--- config.mk ---
export PLATFORM = sky130hd
export DESIGN_NAME = pixel_remap_engine
export DESIGN_NICKNAME = d
export VERILOG_FILES = /design/src/rtl/pixel_remap_engine_pkg.sv /design/src/rtl/pixel_remap_engine_raster.sv /design/src/rtl/pixel_remap_engine.sv
export SDC_FILE = /design/constraint.sdc
export NUM_CORES = 1
export LEC_CHECK = 0
export ABC_AREA = 0
export CAP_MARGIN = 20
export CORE_MARGIN = 2
export CORE_UTILIZATION = 55
export CTS_BUF_LIST = sky130_fd_sc_hd__clkbuf_16
export DETAILED_ROUTE_END_ITERATION = 12
export PLACE_DENSITY = 0.87
export SLEW_MARGIN = 30
export SYNTH_ARGS = -nofsm -noshare
export SYNTH_HDL_FRONTEND = slang
export SYNTH_SLANG_ARGS = --single-unit
--- constraint.sdc ---
create_clock -name clk -period 6.5 [get_ports clk]
set_input_delay 0.975 -clock clk [delete_from_list [all_inputs] [get_ports clk]]
set_output_delay 0.975 -clock clk [all_outputs]
set_load 0.02 [all_outputs]
--- src/rtl/pixel_remap_engine_pkg.sv ---
// Shared FSM state type and sizing helpers for the pixel remap engine.
// No ports: imported by pixel_remap_engine and raster_counter.
package pixel_remap_engine_pkg;

  typedef enum logic [1:0] {
    IDLE,
    SCAN,
    DRAIN,
    DONE
  } state_t;

  function automatic int calcLat(
    input int rdLat,
    input int warpLat
  );
    return (rdLat > warpLat) ? rdLat : warpLat;
  endfunction

  function automatic int dropWidth(
    input int w,
    input int h
  );
    return $clog2(w * h + 1);
  endfunction

  function automatic int idxWidth(input int n);
    return (n > 1) ? $clog2(n) : 1;
  endfunction

endpackage

--- src/rtl/pixel_remap_engine_raster.sv ---
// raster_counter: row/column scan of a W x H frame plus linear index.
// Ports: clk, rst, clr, en in; i, j, lin, last (at H-1, W-1) out.
module raster_counter
  import pixel_remap_engine_pkg::*;
#(
  parameter int W = 640,
  parameter int H = 480,
  localparam int IW = idxWidth(H),
  localparam int JW = idxWidth(W),
  localparam int LW = idxWidth(W * H)
) (
  input  logic          clk,
  input  logic          rst,
  input  logic          clr,
  input  logic          en,
  output logic [IW-1:0] i,
  output logic [JW-1:0] j,
  output logic [LW-1:0] lin,
  output logic          last
);

  logic iEnd;
  logic jEnd;

  assign iEnd = (i == IW'(H - 1));
  assign jEnd = (j == JW'(W - 1));
  assign last = iEnd & jEnd;

  always_ff @(posedge clk) begin
    if (rst || clr) begin
      i   <= '0;
      j   <= '0;
      lin <= '0;
    end else if (en) begin
      lin <= lin + LW'(1);
      if (jEnd) begin
        j <= '0;
        i <= iEnd ? '0 : i + IW'(1);
      end else begin
        j <= j + JW'(1);
      end
    end
  end

endmodule

--- src/rtl/pixel_remap_engine.sv ---
// pixel_remap_engine: raster-scans a source frame, remaps each pixel
// through an external warp unit (or identity) and writes it to dst.
// Ports: start/warp_en/src_base/dst_base control in; busy/done/
// drop_count status out; rd_* RAM read port; warp_* warp unit link;
// wr_* RAM write port.
module pixel_remap_engine
  import pixel_remap_engine_pkg::*;
#(
  parameter int W        = 640,
  parameter int H        = 480,
  parameter int DW       = 8,
  parameter int AW       = 21,
  parameter int RD_LAT   = 1,
  parameter int WARP_LAT = 1,
  localparam int DCW = dropWidth(W, H)
) (
  input  logic           clk,
  input  logic           rst,
  input  logic           start,
  input  logic           warp_en,
  input  logic [AW-1:0]  src_base,
  input  logic [AW-1:0]  dst_base,
  output logic           busy,
  output logic           done,
  output logic [DCW-1:0] drop_count,
  output logic           rd_en,
  output logic [AW-1:0]  rd_addr,
  input  logic [DW-1:0]  rd_data,
  output logic [9:0]     warp_i,
  output logic [9:0]     warp_j,
  input  logic [AW-1:0]  warp_off,
  input  logic           warp_oob,
  output logic           wr_en,
  output logic [AW-1:0]  wr_addr,
  output logic [DW-1:0]  wr_data
);

  localparam int LAT  = calcLat(RD_LAT, WARP_LAT);
  localparam int DLAT = LAT - RD_LAT;
  localparam int WLAT = LAT - WARP_LAT;
  localparam int IW   = idxWidth(H);
  localparam int JW   = idxWidth(W);
  localparam int LW   = idxWidth(W * H);
  localparam int CW   = idxWidth(LAT);

  state_t        state;
  logic          warpEn;
  logic [AW-1:0] srcBase;
  logic [AW-1:0] dstBase;
  logic [CW-1:0] drainCnt;

  logic [IW-1:0] i;
  logic [JW-1:0] j;
  logic [LW-1:0] lin;
  logic          last;
  logic          scan;
  logic          accept;

  assign scan   = (state == SCAN);
  assign accept = (state == IDLE) & start;
  assign busy   = scan | (state == DRAIN);
  assign done   = (state == DONE);

  raster_counter #(
    .W(W),
    .H(H)
  ) uRaster (
    .clk (clk),
    .rst (rst),
    .clr (accept),
    .en  (scan),
    .i   (i),
    .j   (j),
    .lin (lin),
    .last(last)
  );

  assign rd_en   = scan;
  assign rd_addr = scan ? srcBase + AW'(lin) : '0;
  assign warp_i  = scan ? 10'(i) : '0;
  assign warp_j  = scan ? 10'(j) : '0;

  // Issue tag: valid bit (flushed on reset) and linear index, LAT deep.
  logic [LAT-1:0] vPipe;
  logic [LW-1:0]  linPipe [LAT];

  always_ff @(posedge clk) begin
    if (rst) begin
      vPipe <= '0;
    end else begin
      vPipe[0] <= scan;
      for (int k = 1; k < LAT; k++) begin
        vPipe[k] <= vPipe[k-1];
      end
    end
  end

  always_ff @(posedge clk) begin
    linPipe[0] <= lin;
    for (int k = 1; k < LAT; k++) begin
      linPipe[k] <= linPipe[k-1];
    end
  end

  // Pad the faster of RAM data / warp result up to the common slot.
  logic [DW-1:0] pix;

  if (DLAT == 0) begin : gPixThru
    assign pix = rd_data;
  end else begin : gPixDly
    logic [DW-1:0] pipe [DLAT];
    always_ff @(posedge clk) begin
      pipe[0] <= rd_data;
      for (int k = 1; k < DLAT; k++) begin
        pipe[k] <= pipe[k-1];
      end
    end
    assign pix = pipe[DLAT-1];
  end

  logic [AW:0] warpIn;
  logic [AW:0] warpD;

  assign warpIn = {warp_oob, warp_off};

  if (WLAT == 0) begin : gWarpThru
    assign warpD = warpIn;
  end else begin : gWarpDly
    logic [AW:0] pipe [WLAT];
    always_ff @(posedge clk) begin
      pipe[0] <= warpIn;
      for (int k = 1; k < WLAT; k++) begin
        pipe[k] <= pipe[k-1];
      end
    end
    assign warpD = pipe[WLAT-1];
  end

  logic          slotV;
  logic [LW-1:0] slotLin;
  logic          oobD;
  logic [AW-1:0] offD;
  logic          dropHit;
  logic [AW-1:0] offSel;

  assign slotV   = vPipe[LAT-1];
  assign slotLin = linPipe[LAT-1];
  assign oobD    = warpD[AW];
  assign offD    = warpD[AW-1:0];
  assign dropHit = slotV & warpEn & oobD;
  assign offSel  = warpEn ? offD : AW'(slotLin);

  assign wr_en   = slotV & ~(warpEn & oobD);
  assign wr_addr = wr_en ? dstBase + offSel : '0;
  assign wr_data = wr_en ? pix : '0;

  always_ff @(posedge clk) begin
    if (rst) begin
      state      <= IDLE;
      warpEn     <= 1'b0;
      srcBase    <= '0;
      dstBase    <= '0;
      drainCnt   <= '0;
      drop_count <= '0;
    end else begin
      if (dropHit) begin
        drop_count <= drop_count + DCW'(1);
      end
      unique case (state)
        IDLE: begin
          if (start) begin
            warpEn     <= warp_en;
            srcBase    <= src_base;
            dstBase    <= dst_base;
            drop_count <= '0;
            state      <= SCAN;
          end
        end
        SCAN: begin
          if (last) begin
            drainCnt <= '0;
            state    <= DRAIN;
          end
        end
        DRAIN: begin
          if (drainCnt == CW'(LAT - 1)) begin
            state <= DONE;
          end else begin
            drainCnt <= drainCnt + CW'(1);
          end
        end
        DONE: begin
          state <= IDLE;
        end
        default: begin
          state <= IDLE;
        end
      endcase
    end
  end

endmodule

==> results of run 1 <==
==> report_power, final <==
group	internal, mW	switching (mW)	leakage (nW)
registers	0.820	0.0649	0.990
logic	0.324	0.486	2.49
clock network	0.523	0.352	0.263
total	1.67	0.903	3.75
==> final timing paths <==
path                                       end  slack (ns)  depth (start not counted)
worst min-delay path             linPipe[0][8]        0.40                          0
worst max register to register  drop_count[14]        3.95                          7
worst max-delay path               wr_addr[20]        1.27                         12
worst min register to register   linPipe[0][8]        0.40                          0
==> final cells by class <==
| class | instances | area [um2] | share of cell area [%] |
|---|---|---|---|
| clock buffers | 17 | 425 | 4.49 |
| multi-input cells | 713 | 4490 | 47.3 |
| well taps | 172 | 215 | 2.27 |
| clock inverters | 15 | 126 | 1.33 |
| inverters | 19 | 71.3 | 0.752 |
| repair buffers | 173 | 1710 | 18.1 |
| flip-flops and latches | 122 | 2440 | 25.8 |
==> layer usage <==
metal | track usage (%) | up-vias | part of all wire, %
met1 | 34.3 | 3245 | 42
met5 | 0 | - | 0
met4 | 9.71 | 0 | 1.6
met2 | 48.6 | 292 | 48
met3 | 7.99 | 29 | 7.9
li1 | - | 3421 | -
==> registers in the layout, summed over array words and instances, names as in the netlist <==
register	cells
dstBase	21
uRaster.lin	19
linPipe	19
slotV	1
drop_count	19
warpEn	1
uRaster.j	10
state	2
uRaster.i	9
srcBase	21
==> through the flow <==
step                      hold slack, ns  worst slack, ns  total power [mW]
final                              0.398             1.27              2.57
after global routing               0.414             1.14              2.71
after CTS                          0.401             1.33              2.58
after detailed placement           0.394             1.37              1.70
after global placement             0.391             1.42              1.69
after floorplan                    0.366             2.29              1.42
==> cell families after synthesis <==
kind of cell	Yosys count	synth area share (%)
AOI/OAI and AO/OA	184	16.2
xor gates and xnor gates	59	7.23
adders and majority gates	50	8.96
buffers and inverters	57	3.10
DFF	122	34.1
muxes	29	4.37
other	1	0.0524
and+or+nand+nor	390	26.0
==> synthesized netlist by cell type (2+ instances only) <==
library cell	count
sky130_fd_sc_hd__a211oi_1	10
sky130_fd_sc_hd__a21boi_0	5
sky130_fd_sc_hd__a21o_1	13
sky130_fd_sc_hd__a21oi_1	84
sky130_fd_sc_hd__and2_1	26
sky130_fd_sc_hd__and3_1	27
sky130_fd_sc_hd__and4_1	3
sky130_fd_sc_hd__buf_1	6
sky130_fd_sc_hd__buf_2	3
sky130_fd_sc_hd__clkbuf_1	28
sky130_fd_sc_hd__dfxtp_1	122
sky130_fd_sc_hd__fa_1	2
sky130_fd_sc_hd__ha_1	48
sky130_fd_sc_hd__inv_1	19
sky130_fd_sc_hd__mux2_2	18
sky130_fd_sc_hd__mux2i_1	11
sky130_fd_sc_hd__nand2_1	137
sky130_fd_sc_hd__nand2b_1	13
sky130_fd_sc_hd__nand3_1	29
sky130_fd_sc_hd__nand4_1	19
sky130_fd_sc_hd__nor2_1	82
sky130_fd_sc_hd__nor2b_1	7
sky130_fd_sc_hd__nor3_1	26
sky130_fd_sc_hd__nor3b_1	5
sky130_fd_sc_hd__nor4_1	2
sky130_fd_sc_hd__o2111ai_1	2
sky130_fd_sc_hd__o211ai_1	4
sky130_fd_sc_hd__o21a_1	16
sky130_fd_sc_hd__o21ai_0	21
sky130_fd_sc_hd__o21ai_1	2
sky130_fd_sc_hd__o21bai_1	3
sky130_fd_sc_hd__o22ai_1	2
sky130_fd_sc_hd__o311ai_0	3
sky130_fd_sc_hd__o31a_1	3
sky130_fd_sc_hd__o31ai_1	2
sky130_fd_sc_hd__or2_2	2
sky130_fd_sc_hd__or3_1	7
sky130_fd_sc_hd__xnor2_1	18
sky130_fd_sc_hd__xor2_1	41
==> worst max-delay path: cells and delay by family <==
family	cells	cell delay, ns
compound gates	5	1.17
fa+ha+maj	2	0.54
buf+inv	3	1.20
simple gates	1	0.22
mux	1	0.15
==> flow_summary_export.csv, run 1 <==
group,metric,value,unit
status,outcome,"finished, final reports clean",
global_routing,overall_routing_resource_usage,28.5,%
placement,place_congestion,0.930,
floorplan,chipWidth,118,um
detailed_routing,drt-vias-per-instance,5.68,
cts,cts.repair_timing.setup_buffer_count,0,
yosys,ys_top_cells_by_area,"sky130_fd_sc_hd__dfxtp_1 (34%), sky130_fd_sc_hd__ha_1 (8.4%), sky130_fd_sc_hd__nand2_1 (7.2%)",
yosys,synth-edff-count,0,
run,timing.max_cap.violations,0,
floorplan,floorplan.die.height,118,um
detailed_routing,wl,19.7,mm
power,powerDensity,271,nW/um2
global_routing,grt_first_pass_wirelength,32.5,mm
timing,slew_violations,0,
layout,final_cell_area,9480,um2
floorplan,io_pins,169,
floorplan,start_util,56.4,%
cts,number_of_buffers_added_to_fix_hold_violations_after_cts,0,
timing,setup-violations-final,0,
power,leakage,3.75,nW
placement,io_buffers,167,
yosys,count_of_different_cell_masters_after_synthesis,60,
layout,final_net_count,1172,
timing,max_slew.worst_pin.slew,0.664,ns
yosys,synth-seq-area-share,34.1,%
cts,clk_lat_worst_skew,0.42,ns
placement,detailedPlacementHpwl,13.8,mm
layout,layout.cells.most_common_list,"sky130_fd_sc_hd__clkdlybuf4s50_1 (166), sky130_fd_sc_hd__nand2_1 (137), sky130_fd_sc_hd__dfxtp_1 (122)",
detailed_routing,via_count,6987,
setup_path,required,5.52,ns
detailed_routing,drc,0,
global_routing,grt-ovfl-total,0,
timing,fin_worst_skew,0.0117,ns
setup_path,critical_path.endpoint_type,"output port",
floorplan,design.core.area,12700,um2
setup_path,worstPathArrival,4.26,ns
yosys,postSynthCellCount,892,
power,maximum_resistive_drop_on_vdd,0.221,mV
cts,cts_buffers,17,
placement,place.detailed.instances,1199,
timing,finalSetupTns,0,ns
floorplan,design.die.area,13900,um2
setup_path,cp_dominant_cell_by_count,"sky130_fd_sc_hd__clkdlybuf4s50_1",
setup_path,critical_path.cell_chain,"clkdlybuf4s50_1 > mux2_2 > ha_1 > inv_1 > fa_1 > nor2b_1 > o31a_1 > o2111ai_1 > a211oi_1 > o311ai_0 > o41ai_1 > clkdlybuf4s50_1",
cts,cts_sinks,122,
global_routing,grt_max_degree,48,
timing,achievable-frequency,191,MHz
layout,final_layout_size_suffix_gt1_share,6.42,%
yosys,post_synth_instance_area,7150,um2
setup_path,timing.critical_path.slowest_stage_cell,"sky130_fd_sc_hd__clkdlybuf4s50_1",
detailed_routing,ant_nets,0,
min_path,hp-class,"flip-flop to flip-flop",
yosys,synth_area_per_cell,8.02,um2
detailed_routing,drt_first_pass_iters,5,
yosys,synth_async_sr_flop_share,0,%
yosys,synth-seq-cells,122,
cts,cts-htree-levels,4,
setup_path,critPathLaunch,"warp_off[0]",
global_routing,first_global_vias,6737,
yosys,post_synth_net_total,1018,
timing,final_min_period_over_clock_period,80.5,%
layout,final-instance-count-excl-fill,1231,
setup_path,worstSetupStartpointType,"primary input",
detailed_routing,drt-initial-drc-count,756,
yosys,share_of_the_synthesized_area_in_the_top_cell_type,34.1,%
placement,placement.cell_area,8930,um2
cts,cts_root_buffer,"sky130_fd_sc_hd__clkbuf_16",
timing,layout_min_cycle_time,5.23,ns
setup_path,timing.critical_path.fanout_max,5,
min_path,min_from,"uRaster.lin[8]",
yosys,most_common_flop_cell_mapped_by_yosys,"sky130_fd_sc_hd__dfxtp_1",
setup_path,cpPeakStageDelay,0.67,ns
timing,hold_viol,0,
yosys,synth.yosys.warnings,0,
setup_path,critical_path_class,"primary input to output port",
detailed_routing,route.detailed.wl_per_inst,16.0,um
layout,finalCoreUtilization,74.8,%
setup_path,r2r_start,"warpEn",
layout,antennaDiodeCount,0,
cts,cts.reportedPaths.clkPinSlew,0.05,ns
cts,number_of_instances_resized_during_post_cts_repair,0,
yosys,yosys.area.top_type,"sky130_fd_sc_hd__dfxtp_1",
floorplan,fp-row-count,41,
timing,worst_slew_margin_relative_to_its_limit,55.7,%
timing,rsz0062_at_grt,"no",
cts,max-clock-path-buffers,2,
cts,tritoncts,"yes",
layout,area_growth,32.6,%
layout,fill_cells,967,
layout,mostFrequentLayoutCell,"sky130_fd_sc_hd__clkdlybuf4s50_1",
global_routing,number_of_antenna_violations_at_the_first_check_in_global_routing,0,
Note: power is estimated with default switching activity, not from simulation.
==> inputs of run 2 (changes only) <==
- CORE_UTILIZATION: 55 -> 46
- PLACE_DENSITY: 0.87 -> 0.78
- clock period: 6.5 -> 4.25 ns (I/O delays scaled with it)
==> run 2 against run 1 <==
  * Via count is 1.7% lower
  * Flip-flop and latch count did not move
  * Clock skew is 0.0043 ns lower
  * Critical path depth is 1 higher
  * Clock power grew 63%
  * Hold slack better by 0.013 ns
  * Die area rose by 19%
  * Total power grew 58%
  * Routed wire length is 0.15% higher
  * Global-route usage fell by 4.4 points
  * Count of clock-buffer cells in the layout stayed put
==> flow_summary_export.csv, run 2 (same netlist as run 1, synthesis figures left out) <==
group,metric,value,unit
status,outcome,"finished, final reports clean",
floorplan,design.core.area,15200,um2
run,timing.max_cap.violations,0,
timing,rsz0062_at_grt,"no",
layout,fill_cells,1334,
detailed_routing,wl,19.8,mm
global_routing,first_global_vias,6696,
setup_path,critical_path_class,"primary input to output port",
min_path,hp-class,"flip-flop to flip-flop",
detailed_routing,via_count,6870,
floorplan,io_pins,169,
layout,reg_top3,"dstBase x21, srcBase x21",
timing,hold_viol,0,
layout,layout.cells.most_common_list,"sky130_fd_sc_hd__clkdlybuf4s50_1 (153), sky130_fd_sc_hd__nand2_1 (137), sky130_fd_sc_hd__dfxtp_1 (121)",
setup_path,worstSetupStartpointType,"primary input",
layout,final_net_count,1192,
detailed_routing,drt-initial-drc-count,380,
layout,final_layout_size_suffix_gt1_share,8.53,%
layout,mostFrequentLayoutCell,"sky130_fd_sc_hd__clkdlybuf4s50_1",
cts,cts_root_buffer,"sky130_fd_sc_hd__clkbuf_16",
timing,worst_slew_margin_relative_to_its_limit,60.8,%
placement,placement.cell_area,9100,um2
detailed_routing,drt-vias-per-instance,5.42,
placement,detailedPlacementHpwl,14.3,mm
power,powerDensity,419,nW/um2
global_routing,grt_first_pass_wirelength,32.0,mm
power,leakage,4.02,nW
global_routing,grt_max_degree,48,
floorplan,fp-row-count,45,
detailed_routing,drt_first_pass_iters,5,
layout,area_growth,35.8,%
detailed_routing,ant_nets,0,
timing,fin_worst_skew,0.00736,ns
cts,cts-htree-levels,4,
placement,pre_cts_slack,-0.0779,ns
timing,finalSetupTns,0,ns
floorplan,chipWidth,129,um
cts,max-clock-path-buffers,2,
placement,io_buffers,167,
timing,setup-violations-final,0,
cts,tritoncts,"yes",
timing,final_min_period_over_clock_period,95.4,%
global_routing,grt-ovfl-total,0,
setup_path,worstPathArrival,3.42,ns
layout,final_cell_area,9710,um2
timing,achievable-frequency,247,MHz
cts,number_of_buffers_added_to_fix_hold_violations_after_cts,0,
cts,cts_buffers,17,
layout,antennaDiodeCount,0,
power,maximum_resistive_drop_on_vdd,0.281,mV
detailed_routing,drc,0,
timing,layout_min_cycle_time,4.06,ns
setup_path,timing.critical_path.fanout_max,5,
floorplan,start_util,47.0,%
cts,clk_lat_worst_skew,0.41,ns
cts,cts.repair_timing.setup_buffer_count,0,
timing,max_slew.worst_pin.slew,0.588,ns
timing,layout_setup_ws,0.194,ns
detailed_routing,route.detailed.wl_per_inst,15.6,um
setup_path,required,3.61,ns
floorplan,floorplan.die.height,129,um
global_routing,number_of_antenna_violations_at_the_first_check_in_global_routing,0,
layout,final-instance-count-excl-fill,1267,
placement,place_congestion,0.924,
power,report.power.total,4.07,mW
placement,place.detailed.instances,1235,
global_routing,overall_routing_resource_usage,24.1,%
cts,cts.reportedPaths.clkPinSlew,0.05,ns
floorplan,design.die.area,16600,um2
setup_path,critical_path.endpoint_type,"output port",
timing,slew_violations,0,
cts,cts_sinks,122,
run 2: where the power goes:
part           switching (mW)  internal (mW)  leakage [nW]
Sequential             0.0886           1.25         0.990
Combinational           0.771          0.530          2.75
Clock                   0.555          0.873         0.283
run 2: path summary, 6_finish.rpt:
path | from | end | slack [ns] | cells past startpoint
worst max-delay path | warp_off[0] | wr_addr[18] | 0.19 | 13
worst min-delay path | uRaster.lin[18] | linPipe[0][18] | 0.41 | 0
worst max register to register | state[1] | uRaster.j[9] | 1.72 | 10
worst min register to register | uRaster.lin[18] | linPipe[0][18] | 0.41 | 0
run 2: area by class of cell:
cell class	instances	area [um2]	share of cell area, %
tap	188	235	2.42
timing repair buffer	193	1870	19.3
clock inverter	15	165	1.70
inverter	19	71.3	0.734
multi-input combinational	713	4500	46.3
clock buffer	17	425	4.38
sequential	122	2450	25.2
run 2: routing by layer:
layer	wire, um	vias to the layer above	global-route usage (%)
met2	9130	197	39.4
met4	417	0	9.08
met1	8860	3165	30.2
met3	1360	34	6.82
li1	-	3474	-
met5	0	-	0
run 2: repair_timing:
item / CTS / global route
setup endpoints to repair: 11 / 8
pin swaps: 0 / 0
gates resized for setup: 7 / 12
run 2: per-stage QoR:
stage,hold slack (ns),util (%)
6_report,0.411,63.9
5_1_grt,0.415,63.9
4_1_cts,0.410,63.7
3_5_place_dp,0.402,59.9
3_3_place_gp,0.394,59.9
2_1_floorplan,0.366,-
run 2: critical path, cell delays in order:
cell and delay [ns]:
sky130_fd_sc_hd__clkdlybuf4s50_1 0.48, sky130_fd_sc_hd__mux2_2 0.15, sky130_fd_sc_hd__ha_1 0.16, sky130_fd_sc_hd__inv_1 0.05, sky130_fd_sc_hd__fa_1 0.37, sky130_fd_sc_hd__nor2b_1 0.19, sky130_fd_sc_hd__o31a_1 0.20, sky130_fd_sc_hd__o2111ai_1 0.11
sky130_fd_sc_hd__buf_4 0.18, sky130_fd_sc_hd__a211oi_1 0.24, sky130_fd_sc_hd__nor3_1 0.09, sky130_fd_sc_hd__nor3b_1 0.19, sky130_fd_sc_hd__dlygate4sd2_1 0.35
